`config.mk`:
```
export PLATFORM = sky130hd
export DESIGN_NAME = pc_gen
export DESIGN_NICKNAME = d
export VERILOG_FILES = /design/src/rtl/pc_gen_pkg.sv /design/src/rtl/pc_pend_reg.sv /design/src/rtl/pc_gen.sv
export SDC_FILE = /design/constraint.sdc
export NUM_CORES = 1
export LEC_CHECK = 0
export BUFFER_PORTS_ARGS = -buffer_cell sky130_fd_sc_hd__buf_2
export CAP_MARGIN = 25
export CORE_AREA = 2 2 72 143
export DETAILED_ROUTE_END_ITERATION = 8
export DIE_AREA = 0 0 74 145
export PLACE_DENSITY = 0.83
export SYNTH_ARGS = -nofsm -noshare
export SYNTH_HDL_FRONTEND = slang
export SYNTH_SLANG_ARGS = --single-unit
```
`constraint.sdc`:
```
create_clock -name clk -period 1.82 [get_ports clk]
set_input_delay 0.182 -clock clk [delete_from_list [all_inputs] [get_ports clk]]
set_output_delay 0.182 -clock clk [all_outputs]
set_load 0.1 [all_outputs]
```
`src/rtl/pc_gen_pkg.sv`:
```
// Shared definitions for the fetch-stage PC generator: state encoding, default vectors, step size.
package pc_gen_pkg;

  localparam logic        S_RUN        = 1'b0;
  localparam logic        S_PEND       = 1'b1;

  localparam logic [31:0] PC_RESET_VEC = 32'h0000_0000;
  localparam logic [31:0] PC_EXC_VEC   = 32'h0000_4180;

  localparam int unsigned PC_STEP      = 4;

endpackage

```
`src/rtl/pc_pend_reg.sv`:
```
// Pending-redirect holder: latches a redirect seen during a stall and tracks the RUN/PEND state.
module pc_pend_reg
  import pc_gen_pkg::*;
#(
  parameter int unsigned WIDTH = 32
) (
  input  logic             clk,
  input  logic             rst,
  input  logic             stall,
  input  logic             exc_req,
  input  logic             redir_valid,
  input  logic [WIDTH-1:0] redir_target,
  output logic [WIDTH-1:0] pend_target,
  output logic             pending
);

  logic             state;
  logic             state_nxt;
  logic [WIDTH-1:0] target_nxt;

  // Ternaries keep an X on stall visible instead of resolving it as false.
  always_comb begin
    state_nxt  = state;
    target_nxt = pend_target;
    state_nxt  = exc_req ? S_RUN
               : stall   ? (redir_valid ? S_PEND : state)
               :           S_RUN;
    target_nxt = exc_req               ? '0
               : (stall & redir_valid) ? redir_target
               :                         pend_target;
  end

  always_ff @(posedge clk or negedge rst) begin
    if (!rst) begin
      state       <= S_RUN;
      pend_target <= '0;
    end else begin
      state       <= state_nxt;
      pend_target <= target_nxt;
    end
  end

  assign pending = (state == S_PEND);

endmodule

```
`src/rtl/pc_gen.sv`:
```
// Fetch-stage PC generator: exception > redirect > sequential, with stall-safe pending redirect.
// Optional build macro PC_TRACE_EN prints each PC change and its cause (simulation only).
module pc_gen
  import pc_gen_pkg::*;
#(
  parameter int unsigned WIDTH     = 32,
  parameter logic [31:0] RESET_VEC = PC_RESET_VEC,
  parameter logic [31:0] EXC_VEC   = PC_EXC_VEC,
  parameter int unsigned CNT_W     = 16
) (
  input  logic             clk,
  input  logic             rst,
  input  logic             stall,
  input  logic             exc_req,
  input  logic             redir_valid,
  input  logic [WIDTH-1:0] redir_target,
  output logic [WIDTH-1:0] pc,
  output logic [WIDTH-1:0] pc_plus4,
  output logic             pending,
  output logic [CNT_W-1:0] redir_cnt
);

  localparam logic [WIDTH-1:0] ALIGN_MASK = ~WIDTH'(3);
  localparam logic [WIDTH-1:0] RST_PC     = WIDTH'(RESET_VEC) & ALIGN_MASK;
  localparam logic [WIDTH-1:0] EXC_PC     = WIDTH'(EXC_VEC) & ALIGN_MASK;

  logic [WIDTH-1:0] target_al;
  logic [WIDTH-1:0] pend_target;
  logic [WIDTH-1:0] pc_nxt;
  logic [CNT_W-1:0] cnt_nxt;
  logic             load_redir;

  assign target_al = redir_target & ALIGN_MASK;
  assign pc_plus4  = pc + WIDTH'(PC_STEP);

  pc_pend_reg #(
    .WIDTH (WIDTH)
  ) u_pend (
    .clk          (clk),
    .rst          (rst),
    .stall        (stall),
    .exc_req      (exc_req),
    .redir_valid  (redir_valid),
    .redir_target (target_al),
    .pend_target  (pend_target),
    .pending      (pending)
  );

  // Next-PC priority mux; an X on stall must reach pc rather than pick a branch.
  always_comb begin
    pc_nxt     = pc;
    load_redir = 1'b0;
    cnt_nxt    = redir_cnt;
    pc_nxt     = exc_req     ? EXC_PC
               : stall       ? pc
               : redir_valid ? target_al
               : pending     ? pend_target
               :               pc_plus4;
    load_redir = exc_req | (~stall & (redir_valid | pending));
    cnt_nxt    = (load_redir & ~(&redir_cnt)) ? redir_cnt + CNT_W'(1) : redir_cnt;
  end

  always_ff @(posedge clk or negedge rst) begin
    if (!rst) begin
      pc        <= RST_PC;
      redir_cnt <= '0;
    end else begin
      pc        <= pc_nxt;
      redir_cnt <= cnt_nxt;
    end
  end

`ifdef PC_TRACE_EN
  always @(posedge clk) begin
    if (rst && (pc_nxt != pc)) begin
      $display("PC: 0x%08X cause=%s", pc_nxt,
               exc_req                 ? "EXC"
             : (!stall && redir_valid) ? "BR"
             : (!stall && pending)     ? "PEND"
             :                           "SEQ");
    end
  end
`else
`endif

endmodule
```
==> results of run 1 <==
power groups by stage:
stage	logic, mW	registers, mW	clock network, mW
final	2.66	2.09	2.16
after global routing	2.74	2.10	2.22
after CTS	2.53	2.07	2.11
after detailed placement	2.45	2.10	0
after global placement	2.40	2.08	0
after floorplan	0.913	2.95	0
kinds of logic (layout without fill, tap and decap cells):
logic type	Yosys count	count (layout)
and+or+nand+nor	220	220
AOI/OAI and AO/OA	144	144
DFF	77	77
buffers and inverters	54	278
xor gates and xnor gates	40	40
muxes	8	8
adders and majority gates	2	2
other	1	4
area by class of cell:
| cell class | count | area [µm²] | area share |
|---|---|---|---|
| Tap cell | 132 | 165 | 0.0200 |
| Inverter | 11 | 43.8 | 0.00531 |
| Sequential cell | 77 | 2050 | 0.248 |
| Clock inverter | 6 | 110 | 0.0133 |
| Clock buffer | 10 | 239 | 0.0290 |
| Multi-Input combinational cell | 418 | 3390 | 0.411 |
| Timing Repair Buffer | 251 | 2250 | 0.273 |
metal layers:
metal	part of all wire	wire [µm]	vias up	GRT usage
met5	0	0	-	0
met4	0.12	2870	0	0.326
met3	0.11	2640	273	0.0979
met2	0.48	11400	640	0.654
met1	0.29	6930	2889	0.418
li1	-	-	2409	-
timing repair:
item | in CTS | in global routing
pin swaps | 52 | 31
setup buffers | 37 | 21
setup endpoints to repair | 46 | 52
hold buffers | 1 | 0
cloned | 0 | 0
resized for setup | 70 | 40
hold endpoints to repair | 44 | 0
placed cells by master (no fill, tap or decap), drive strengths merged, types with 4 or more instances in the layout:
cell / Yosys / layout
xor2: 14 / 14
nand2: 94 / 94
nand3: 21 / 21
xnor2: 26 / 26
inv: 10 / 10
and4: 4 / 4
and3: 16 / 16
dfrtp: 77 / 77
mux2i: 6 / 6
clkbuf: 29 / 11
o21a: 4 / 4
conb: 1 / 4
a21oi: 61 / 61
a31oi: 6 / 6
nor3: 16 / 16
o21ai: 17 / 17
a221o: 7 / 7
buf: 14 / 249
nor2: 35 / 35
nand4: 19 / 19
o22ai: 12 / 12
a211oi: 8 / 8
worst min path at each step:
stage,startpoint,endpoint,slack [ns]
after floorplan,rst,pc[19]$_DFFE_PN0N_,-0.11
after global placement,rst,u_pend.pend_target[3]$_DFFE_PN0P_,0.24
after detailed placement,rst,u_pend.pend_target[3]$_DFFE_PN0P_,0.25
after CTS,redir_target[12],u_pend.pend_target[12]$_DFFE_PN0P_,0.08
after global routing,redir_target[12],u_pend.pend_target[12]$_DFFE_PN0P_,0.09
final,redir_target[12],u_pend.pend_target[12]$_DFFE_PN0P_,0.08
registers in the layout, summed over array words and instances (netlist names):
| register | count |
|---|---|
| pc | 30 |
| redir_cnt | 16 |
| u_pend.pend_target | 30 |
| u_pend.pending | 1 |
through the flow:
| stage | hold slack [ns] | worst slack, ns | instances | util |
|---|---|---|---|---|
| finish | 0.0766 | -0.794 | 905 | 0.857 |
| global route | 0.0924 | -0.838 | 905 | 0.857 |
| CTS | 0.0756 | -0.499 | 893 | 0.832 |
| detailed placement | 0.247 | -0.150 | 844 | 0.736 |
| global placement | 0.244 | -0.144 | 844 | 0.736 |
| floorplan | -0.114 | -0.878 | 549 | - |
worst register-to-register path, delay by kind of cell (launching register included):
family	cells	cell delay, ns
and+or+nand+nor	3	0.81
buffers and inverters	3	0.57
xor gates and xnor gates	1	0.14
DFF	1	0.44
AOI/OAI and AO/OA	1	0.30
==> results by group, run 1 <==
Run status
  – Violated checks: negative setup slack
  – Status: finished with violations

Yosys
  – Seq/Total Area, Yosys: 0.417
  – Synthesized-area fraction occupied by and/or/nand/nor cells: 0.235
  – Post-synth ARST share: 1.00
  – Most common cell in the netlist: nand2_1
  – Ys flop type: dfrtp_1
  – Multiplexer share of the synthesized area: 0.0179
  – Synth top area cells: dfrtp_1 42%, nand2_1 7.6%, a21oi_1 6.6%
  – Area leader, netlist: dfrtp_1
  – Post-synth top cells: 93 x nand2_1, 77 x dfrtp_1, 61 x a21oi_1, 34 x nor2_1, 28 x clkbuf_1
  – Distinct cells, synth: 61
  – Post-Synth XOR/XNOR Area: 0.0758
  – Largest family of logic cells by synthesized area: simple AND/OR/NAND/NOR gates
  – Synth Register Bits: 77
  – Synth warnings: 0
  – Cell area after synthesis: 4620 µm²
  – Top cell type's share of synthesized area: 0.417
  – Syn Area/Cell: 8.47 µm²
  – Mapped Cells: 546
  – Post-Synth Adder-Cell Area: 0.00541
  – Post-synthesis compound-gate area fraction: 0.199
  – Number of flops mapped to enable cells by yosys: 0

Worst setup path
  – Critical Path Stages: 7
  – WP data required: 1.64 ns
  – Slowest CP cell: dfrtp_4
  – Kind of critical path: reg -> out
  – Slowest stage delay, CP: 0.44 ns
  – WP data arrival: 2.43 ns
  – Cell family with most CP delay: simple AND/OR/NAND/NOR gates
  – R2R depth: 8
  – Crit path cell chain: nand4_1, buf_4, nor3_4, nand4_1, buf_4, xnor2_4, buf_12
  – Critical Path Fanout Max: 3
  – Setup crit end: pc_plus4[18]
  – Critical path capture point type: output pin
  – Crit path buffers/inverters: 3
  – Crit. Startpoint: pc[12]$_DFFE_PN0N_
  – RR Startpoint: pc[12]$_DFFE_PN0N_
  – Startpoint class of the critical path: register
  – FF-to-FF setup slack: -0.54 ns
  – RR Endpoint: pc[18]$_DFFE_PN0N_

Placement
  – Post-DP HPWL: 13000 µm
  – Port Buffers: 111
  – GPL Wtd Cong: 0.932
  – Area after DPL: 7090 µm²

Layout
  – Filler Cell Count: 423
  – Layout cell share with drive strength beyond 1: 0.525
  – Design area: 8250 µm²
  – # nets final: 807
  – Diode count: 0
  – Layout area overhead: 78.6%

Floorplanning
  – Die Height: 145 µm
  – Core footprint: 9640 µm²
  – Cell Rows: 51
  – Die area: 10700 µm²
  – Initial Util: 0.480
  – Die extent in x: 74 µm
  – I/O pins: 118

GRT
  – Vias in the first global route: 6187
  – Total Routing Usage GR: 0.402
  – First-pass GRT wire length: 32500 µm
  – Largest net degree at the start of global routing: 47
  – Initial antenna violation count: 0
  – GR Overflow Total: 0

Timing
  – Final setup margin: -0.794 ns
  – Worst Skew: 0.0189 ns
  – Final Cycle Share: 1.44
  – Max Clk Rate: 382 MHz
  – RSZ-0062 raised after global routing: yes
  – TNS Setup: -16.84 ns
  – Slew @ Worst Pin: 0.676 ns
  – Fin. Hold Viols: 0
  – Final setup vio count: 51
  – Pins over their slew limit: 0
  – Relative slew margins: 0.550
  – Tmin final: 2.61 ns

Power
  – Peak VDD IR: 1.17 mV
  – Power Density: 836 nW/µm²
  – Register share of total power: 0.302
  – Net Switching: 2.90 mW
  – Leak: 3.73 nW
  – Int Pwr: 4.00 mW
  – Comb pwr share: 0.385
  – Clock Power Share: 0.313
  – Overall power: 6.90 mW
  – Switching share of power: 0.421

Clocking
  – Maximum root-to-sink buffer count: 2
  – CTS tree: done
  – Clk_lat worst skew: 0.35 ns
  – H-tree depth: 3
  – CTS Root Cell: clkbuf_16
  – CTS clock-pin slew for the worst setup and hold paths: 0.07 ns
  – Num CTS Buffers: 9
  – CTS Sinks: 77

Routing
  – Via count: 6211
  – Vias/cell: 6.86
  – Total Wirelength: 23900 µm
  – Drt wl/cell: 26.4 µm
  – Detailed Route Iter0 Violations: 879
  – Final ANT Viol Nets: 0
  – Initial DRT Pass Iterations: 7
  – DRC Markers: 0

Flow run
  – Max-Cap Viols: 0

Worst hold path
  – Hold path cells: 3
  – Hold Path Class: in -> reg
Note: power is estimated with default switching activity, not from simulation.
==> run 2: changes to the inputs <==
--- a/config.mk
+++ b/config.mk
@@ -12,4 +12,5 @@
 export DIE_AREA = 0 0 74 145
 export PLACE_DENSITY = 0.83
+export REMOVE_ABC_BUFFERS = 1
 export SYNTH_ARGS = -nofsm -noshare
 export SYNTH_HDL_FRONTEND = slang
==> constraint.sdc (replaced) <==
create_clock -name clk -period 1.82 [get_ports clk]
set_input_delay 0.182 -clock clk [delete_from_list [all_inputs] [get_ports clk]]
set_output_delay 0.182 -clock clk [all_outputs]
set_load 0.02 [all_outputs]
==> run 2 against run 1 <==
  * The run still ends with negative setup slack left
  * Highest routed layer unchanged
  * Clock skew shrank 0.0081 ns
  * Power shrank 25%
  * Global-route usage shrank 5.8 points
  * Non-clock buffer count shrank 10
  * Critical path type unchanged
  * Clock-buffer cell count grew 2
==> results by group, run 2 (same netlist as run 1, synthesis figures left out) <==
Run status
  – Status: finished with violations
  – Violated checks: negative setup slack

Routing
  – Detailed Route Iter0 Violations: 677 (-23%)
  – Total Wirelength: 19200 µm (-20%)
  – Initial DRT Pass Iterations: 5 (-2)
  – Via count: 5636 (-9.3%)
  – DRC Markers: 0 (unchanged)
  – Vias/cell: 6.30 (-8.2%)
  – Drt wl/cell: 21.4 µm (-19%)
  – Final ANT Viol Nets: 0 (unchanged)

Layout
  – # nets final: 797 (-1.2%)
  – Top flop regs: pc x30, u_pend.pend_target x30, redir_cnt x16
  – Layout area overhead: 55.3%
  – Filler Cell Count: 599 (+42%)
  – Layout cell share with drive strength beyond 1: 0.440 (-0.0849)
  – Most common cell after layout, fill and taps aside: buf_4
  – Most frequent cells in the layout: 120 x buf_4, 88 x nand2_1, 84 x buf_2
  – Diode count: 0 (unchanged)
  – Final core utilization: 0.745 (-0.111)

Power
  – Comb pwr share: 0.259 (-0.126)
  – Leak: 3.49 nW (-6.3%)
  – Int Pwr: 3.49 mW (-13%)
  – Peak VDD IR: 1.04 mV (-11%)
  – Register share of total power: 0.391 (+0.089)
  – Power Density: 724 nW/µm² (-13%)
  – Switching share of power: 0.329 (-0.0917)
  – Clock Power Share: 0.349 (+0.036)
  – Net Switching: 1.71 mW (-41%)

Placement
  – Dpl ws: -0.122 ns (+0.0281 ns)
  – Port Buffers: 111 (unchanged)
  – GPL Wtd Cong: 0.925 (-0.72%)
  – Post-DP HPWL: 11800 µm (-8.8%)

Worst setup path
  – Slowest CP cell: nor4_4
  – Kind of critical path: reg -> out
  – Critical Path Fanout Max: 4 (+1)
  – Critical path capture point type: output pin
  – Slowest stage delay, CP: 0.47 ns (+0.03 ns)
  – Startpoint class of the critical path: register
  – Cell family with most CP delay: simple AND/OR/NAND/NOR gates
  – Crit path buffers/inverters: 1 (-2)
  – Crit path cell chain: nand4_1, nor4_4, nand2_1, or2_4, xnor2_2, buf_4
  – WP data arrival: 2.14 ns (-0.29 ns)
  – WP data required: 1.64 ns (about the same)

Clocking
  – Maximum root-to-sink buffer count: 2 (unchanged)
  – H-tree depth: 3 (unchanged)
  – Clk_lat worst skew: 0.34 ns (about the same)
  – Num CTS Buffers: 9 (unchanged)
  – CTS Sinks: 77 (unchanged)
  – CTS Root Cell: clkbuf_16
  – CTS tree: done
  – CTS clock-pin slew for the worst setup and hold paths: 0.06 ns (about the same)

Floorplanning
  – I/O pins: 118 (unchanged)
  – Core footprint: 9640 µm² (unchanged)
  – Die Height: 145 µm (unchanged)
  – Initial Util: 0.480 (unchanged)
  – Cell Rows: 51 (unchanged)
  – Die extent in x: 74 µm (unchanged)
  – Die area: 10700 µm² (unchanged)

Timing
  – Relative slew margins: 0.636 (+0.0868)
  – RSZ-0062 raised after global routing: yes
  – Min Hold Slack: 0.0939 ns (+0.0173 ns)
  – Slew @ Worst Pin: 0.532 ns (-0.144 ns)
  – Final setup vio count: 38 (-25%)
  – TNS Setup: -8.88 ns (+7.96 ns)
  – Fin. Hold Viols: 0 (unchanged)
  – Final Cycle Share: 1.27 (-0.162)
  – Tmin final: 2.32 ns (-0.295 ns)
  – Pins over their slew limit: 0 (unchanged)
  – Worst Skew: 0.0108 ns (-0.00811 ns)
  – Max Clk Rate: 431 MHz (+13%)
  – Final setup margin: -0.500 ns (+0.295 ns)

GRT
  – GR Overflow Total: 0 (unchanged)
  – Initial antenna violation count: 0 (unchanged)
  – First-pass GRT wire length: 28200 µm (-13%)
  – Total Routing Usage GR: 0.344 (-0.0583)
  – Vias in the first global route: 5641 (-8.8%)
  – Largest net degree at the start of global routing: 37 (-21%)

Flow run
  – Max-Cap Viols: 0 (unchanged)

Worst hold path
  – Hold Path Class: in -> reg
run 2: cell count changes in the layout (fill, tap and decap cells not counted), sizes merged:
cell      change
clkinv        +1
bufinv        -2
clkinvlp      -1
clkbuf        +1
buf           -9
run 2: final timing paths:
check                                         startpoint                           endpoint  slack (ns)  depth (start not counted)
worst max register to register        pc[14]$_DFFE_PN0N_                 pc[18]$_DFFE_PN0N_       -0.26                          8
worst min-delay path                     redir_target[8]  u_pend.pend_target[8]$_DFFE_PN0P_        0.09                          3
worst max-delay path                  pc[14]$_DFFE_PN0N_                       pc_plus4[23]       -0.50                          6
max in group asynchronous                            rst                 pc[12]$_DFFE_PN0N_        0.85                          3
worst min register to register  redir_cnt[8]$_DFFE_PN0P_           redir_cnt[8]$_DFFE_PN0P_        0.50                          1
min in group asynchronous                            rst                 pc[10]$_DFFE_PN0N_        0.35                          2
run 2: power groups by stage:
stage	Combinational (mW)	Clock, mW	Sequential [mW]
5_1_grt	1.43	1.89	2.05
2_1_floorplan	0.456	0	2.19
4_1_cts	1.26	1.81	2.02
3_5_place_dp	1.17	0	2.04
3_3_place_gp	1.14	0	2.03
6_report	1.35	1.81	2.03
run 2: timing repair:
action                                 CTS  global route
setup buffers                           27            27
hold buffers                             1             0
endpoints found under the hold margin   34             0
pin swaps                               38            41
gates resized for setup                104            55
setup endpoints to repair               37            47
run 2: metal layers:
metal / up-vias / global-route usage / part of all wire
li1: 2379 / - / -
met1: 2678 / 0.370 / 0.33
met2: 432 / 0.575 / 0.51
met3: 147 / 0.0618 / 0.081
met4: 0 / 0.252 / 0.078
met5: - / 0 / 0
run 2: final cells by class:
class	instances	area, µm²	share of cell area
sequential	77	1930	0.269
clock inverter	4	47.5	0.00662
clock buffer	12	246	0.0343
inverter	11	41.3	0.00575
timing repair buffer	241	1760	0.246
multi-input combinational	418	2980	0.415
tap	132	165	0.0230
run 2: per-stage QoR:
step	total power [mW]	cell area (µm²)	std cells
after CTS	5.09	6810	880
after global routing	5.38	7180	895
final	5.20	7180	895
after floorplan	2.64	4450	506
after detailed placement	3.21	5850	837
after global placement	3.17	5850	837
run 2: worst reg2reg max path, cell delays in order, from the launching register on:
cell and delay, ns:
dfrtp_1 0.41, nand4_1 0.21, buf_4 0.22, nor3_4 0.22, buf_6 0.15, nand4_1 0.13
xnor2_2 0.18, buf_4 0.13, a221o_1 0.31
==> run 3: changes to the inputs <==
- CORE_AREA: 2 2 72 143 -> 2 2 69 136
- DIE_AREA: 0 0 74 145 -> 0 0 71 138
- GPL_TIMING_DRIVEN: default -> 1
- PLACE_DENSITY: 0.83 -> 0.86
- RECOVER_POWER: default -> 100
- clock period: 1.82 -> 2.17 ns (I/O delays scaled with it)
==> run 3 against run 2 <==
  * Cell count down 8.2%
  * Sequential share of layout area up 2.9 points
  * Largest cell class unchanged
  * Sequential power down 15%
  * Combinational power down 24%
  * Power down 15%
  * The run still ends with negative setup slack left
  * Critical endpoint is now pc_plus4[27]
==> results by group, run 3 (same netlist as run 1, synthesis figures left out) <==
Run status
  – Status: finished with violations
  – Violated checks: negative setup slack

Routing
  – DRC Markers: 0 (unchanged)
  – Met1 Wirelength: 5910 µm (-5.6%)
  – Final ANT Viol Nets: 0 (unchanged)
  – Detailed Route Iter0 Violations: 990 (+46%)
  – Drt wl/cell: 22.5 µm (+5.4%)
  – Top Metal Used: met4
  – Via count: 5664 (+0.50%)
  – Length of routed met2 wiring: 8970 µm (-9.0%)
  – DR WL met3: 1980 µm (+28%)
  – Vias/cell: 6.89 (+9.4%)
  – Total Wirelength: 18500 µm (-3.2%)
  – Initial DRT Pass Iterations: 6 (+1)

Worst setup path
  – R2R depth: 9 (+1)
  – RR Endpoint: pc[25]$_DFFE_PN0N_
  – Startpoint class of the critical path: register
  – WP data arrival: 2.16 ns (+0.02 ns)
  – FF-to-FF setup slack: -0.06 ns (+0.20 ns)
  – Slowest CP cell: dfrtp_1
  – Critical path capture point type: output pin
  – Setup crit end: pc_plus4[27]
  – Slowest stage delay, CP: 0.39 ns (-0.08 ns)
  – Crit. Startpoint: pc[8]$_DFFE_PN0N_
  – WP data required: 1.95 ns (+0.31 ns)
  – Kind of critical path: reg -> out
  – Crit path cell chain: buf_6, nand4_1, buf_4, nor2_4, nand4_1, xnor2_2, buf_4
  – RR Startpoint: pc[2]$_DFFE_PN0N_
  – Critical Path Fanout Max: 5 (+1)

GRT
  – GR Overflow Total: 0 (unchanged)
  – Largest net degree at the start of global routing: 40 (+8.1%)
  – First-pass GRT wire length: 26100 µm (-7.2%)
  – Vias in the first global route: 5085 (-9.9%)
  – Initial antenna violation count: 0 (unchanged)
  – Total Routing Usage GR: 0.341 (-0.00282)

Clocking
  – CTS Sinks: 77 (unchanged)
  – CTS tree: done
  – H-tree depth: 3 (unchanged)
  – Num CTS Buffers: 9 (unchanged)
  – Clk_lat worst skew: 0.35 ns (about the same)
  – CTS Root Cell: clkbuf_16
  – Maximum root-to-sink buffer count: 2 (unchanged)
  – CTS clock-pin slew for the worst setup and hold paths: 0.06 ns (about the same)

Timing
  – Max Clk Rate: 420 MHz
  – Final setup margin: -0.211 ns (+0.289 ns)
  – Tmin final: 2.38 ns
  – Final setup vio count: 24 (-37%)
  – Fin. Hold Viols: 0 (unchanged)
  – Relative slew margins: 0.311 (-0.326)
  – Final Cycle Share: 1.10
  – Pins over their slew limit: 0 (unchanged)
  – Slew @ Worst Pin: 1.03 ns (+0.502 ns)
  – RSZ-0062 raised after global routing: yes
  – Worst Skew: 0.0100 ns (-0.000739 ns)

Floorplanning
  – Initial Util: 0.520 (+0.0402)
  – Cell Rows: 49 (-3.9%)
  – Die extent in x: 71 µm (-4.1%)
  – I/O pins: 118 (unchanged)
  – Die Height: 138 µm (-4.8%)
  – Core footprint: 8890 µm² (-7.7%)
  – Die area: 9800 µm² (-8.7%)

Layout
  – Filler Cell Count: 579 (-3.3%)
  – Layout area overhead: 40.8%
  – Layout cell share with drive strength beyond 1: 0.368 (-0.0723)
  – Design area: 6510 µm² (-9.3%)
  – Top flop regs: pc x30, u_pend.pend_target x30, redir_cnt x16
  – Diode count: 0 (unchanged)
  – Most frequent cells in the layout: 91 x nand2_1, 91 x buf_4, 78 x buf_2
  – # nets final: 754 (-5.4%)

Placement
  – Area after DPL: 5440 µm² (-6.9%)
  – GPL Wtd Cong: 0.961 (+3.9%)
  – Port Buffers: 111 (unchanged)
  – Post-DP HPWL: 11200 µm (-4.8%)
  – Dpl ws: -0.000243 ns (+0.121 ns)

Power
  – Peak VDD IR: 0.658 mV (-37%)
  – Power Density: 679 nW/µm² (-6.2%)
  – Leak: 3.14 nW (-10%)

Worst hold path
  – Hold Path Class: in -> reg

Flow run
  – Max-Cap Viols: 0 (unchanged)
run 3: metrics by stage:
stage          hold slack, ns   util  power, mW  cells  setup TNS (ns)
6_report                0.118  0.732       4.42    822           -2.06
5_1_grt                 0.121  0.732       4.57    822           -2.86
4_1_cts                 0.116  0.691       4.32    798          -0.208
3_5_place_dp            0.235  0.612       2.65    758       -0.000243
3_3_place_gp            0.225  0.612       2.61    758               0
2_1_floorplan         -0.0786      -       2.22    506         -0.0754
run 3: worst min path at each step:
stage,from,end,slack [ns],cells after the start
detailed placement,rst,u_pend.pend_target[12]$_DFFE_PN0P_,0.23,1
global route,redir_target[18],u_pend.pend_target[18]$_DFFE_PN0P_,0.12,3
CTS,redir_target[2],u_pend.pend_target[2]$_DFFE_PN0P_,0.12,3
finish,redir_target[2],u_pend.pend_target[2]$_DFFE_PN0P_,0.12,3
floorplan,rst,pc[10]$_DFFE_PN0N_,-0.08,0
global placement,rst,u_pend.pend_target[12]$_DFFE_PN0P_,0.23,1
run 3: where the power goes:
| group | switching [mW] | internal, mW | leakage (nW) | total [mW] |
|---|---|---|---|---|
| combinational | 0.643 | 0.385 | 1.97 | 1.03 |
| sequential | 0.158 | 1.56 | 1.01 | 1.72 |
| clock | 0.605 | 1.07 | 0.163 | 1.67 |
run 3: cell type report:
type	count	area [µm²]	share of cell area
Sequential cell	77	1940	0.298
Tap cell	102	128	0.0196
Inverter	11	41.3	0.00634
Clock buffer	12	256	0.0394
Multi-Input combinational cell	418	2780	0.427
Timing Repair Buffer	198	1290	0.199
Clock inverter	4	70.1	0.0108
run 3: timing repair:
item	in CTS	in global routing
endpoints found under the hold margin	38	0
buffers inserted	23	24
setup endpoints to repair	23	22
resized for setup	50	48
hold buffers	1	0
gates cloned	0	0
pin swaps	15	28
run 3: routing by layer:
layer / global-route usage / up-vias
met4: 0.221 / 0
met3: 0.0736 / 177
met2: 0.576 / 552
li1: - / 2292
met5: 0 / -
met1: 0.377 / 2643
run 3: critical path: cells and delay by family (launching register included):
kind / cells / cell delay, ns
and+or+nand+nor: 3 / 0.61
xor gates and xnor gates: 1 / 0.29
DFF: 1 / 0.39
buffers and inverters: 3 / 0.52
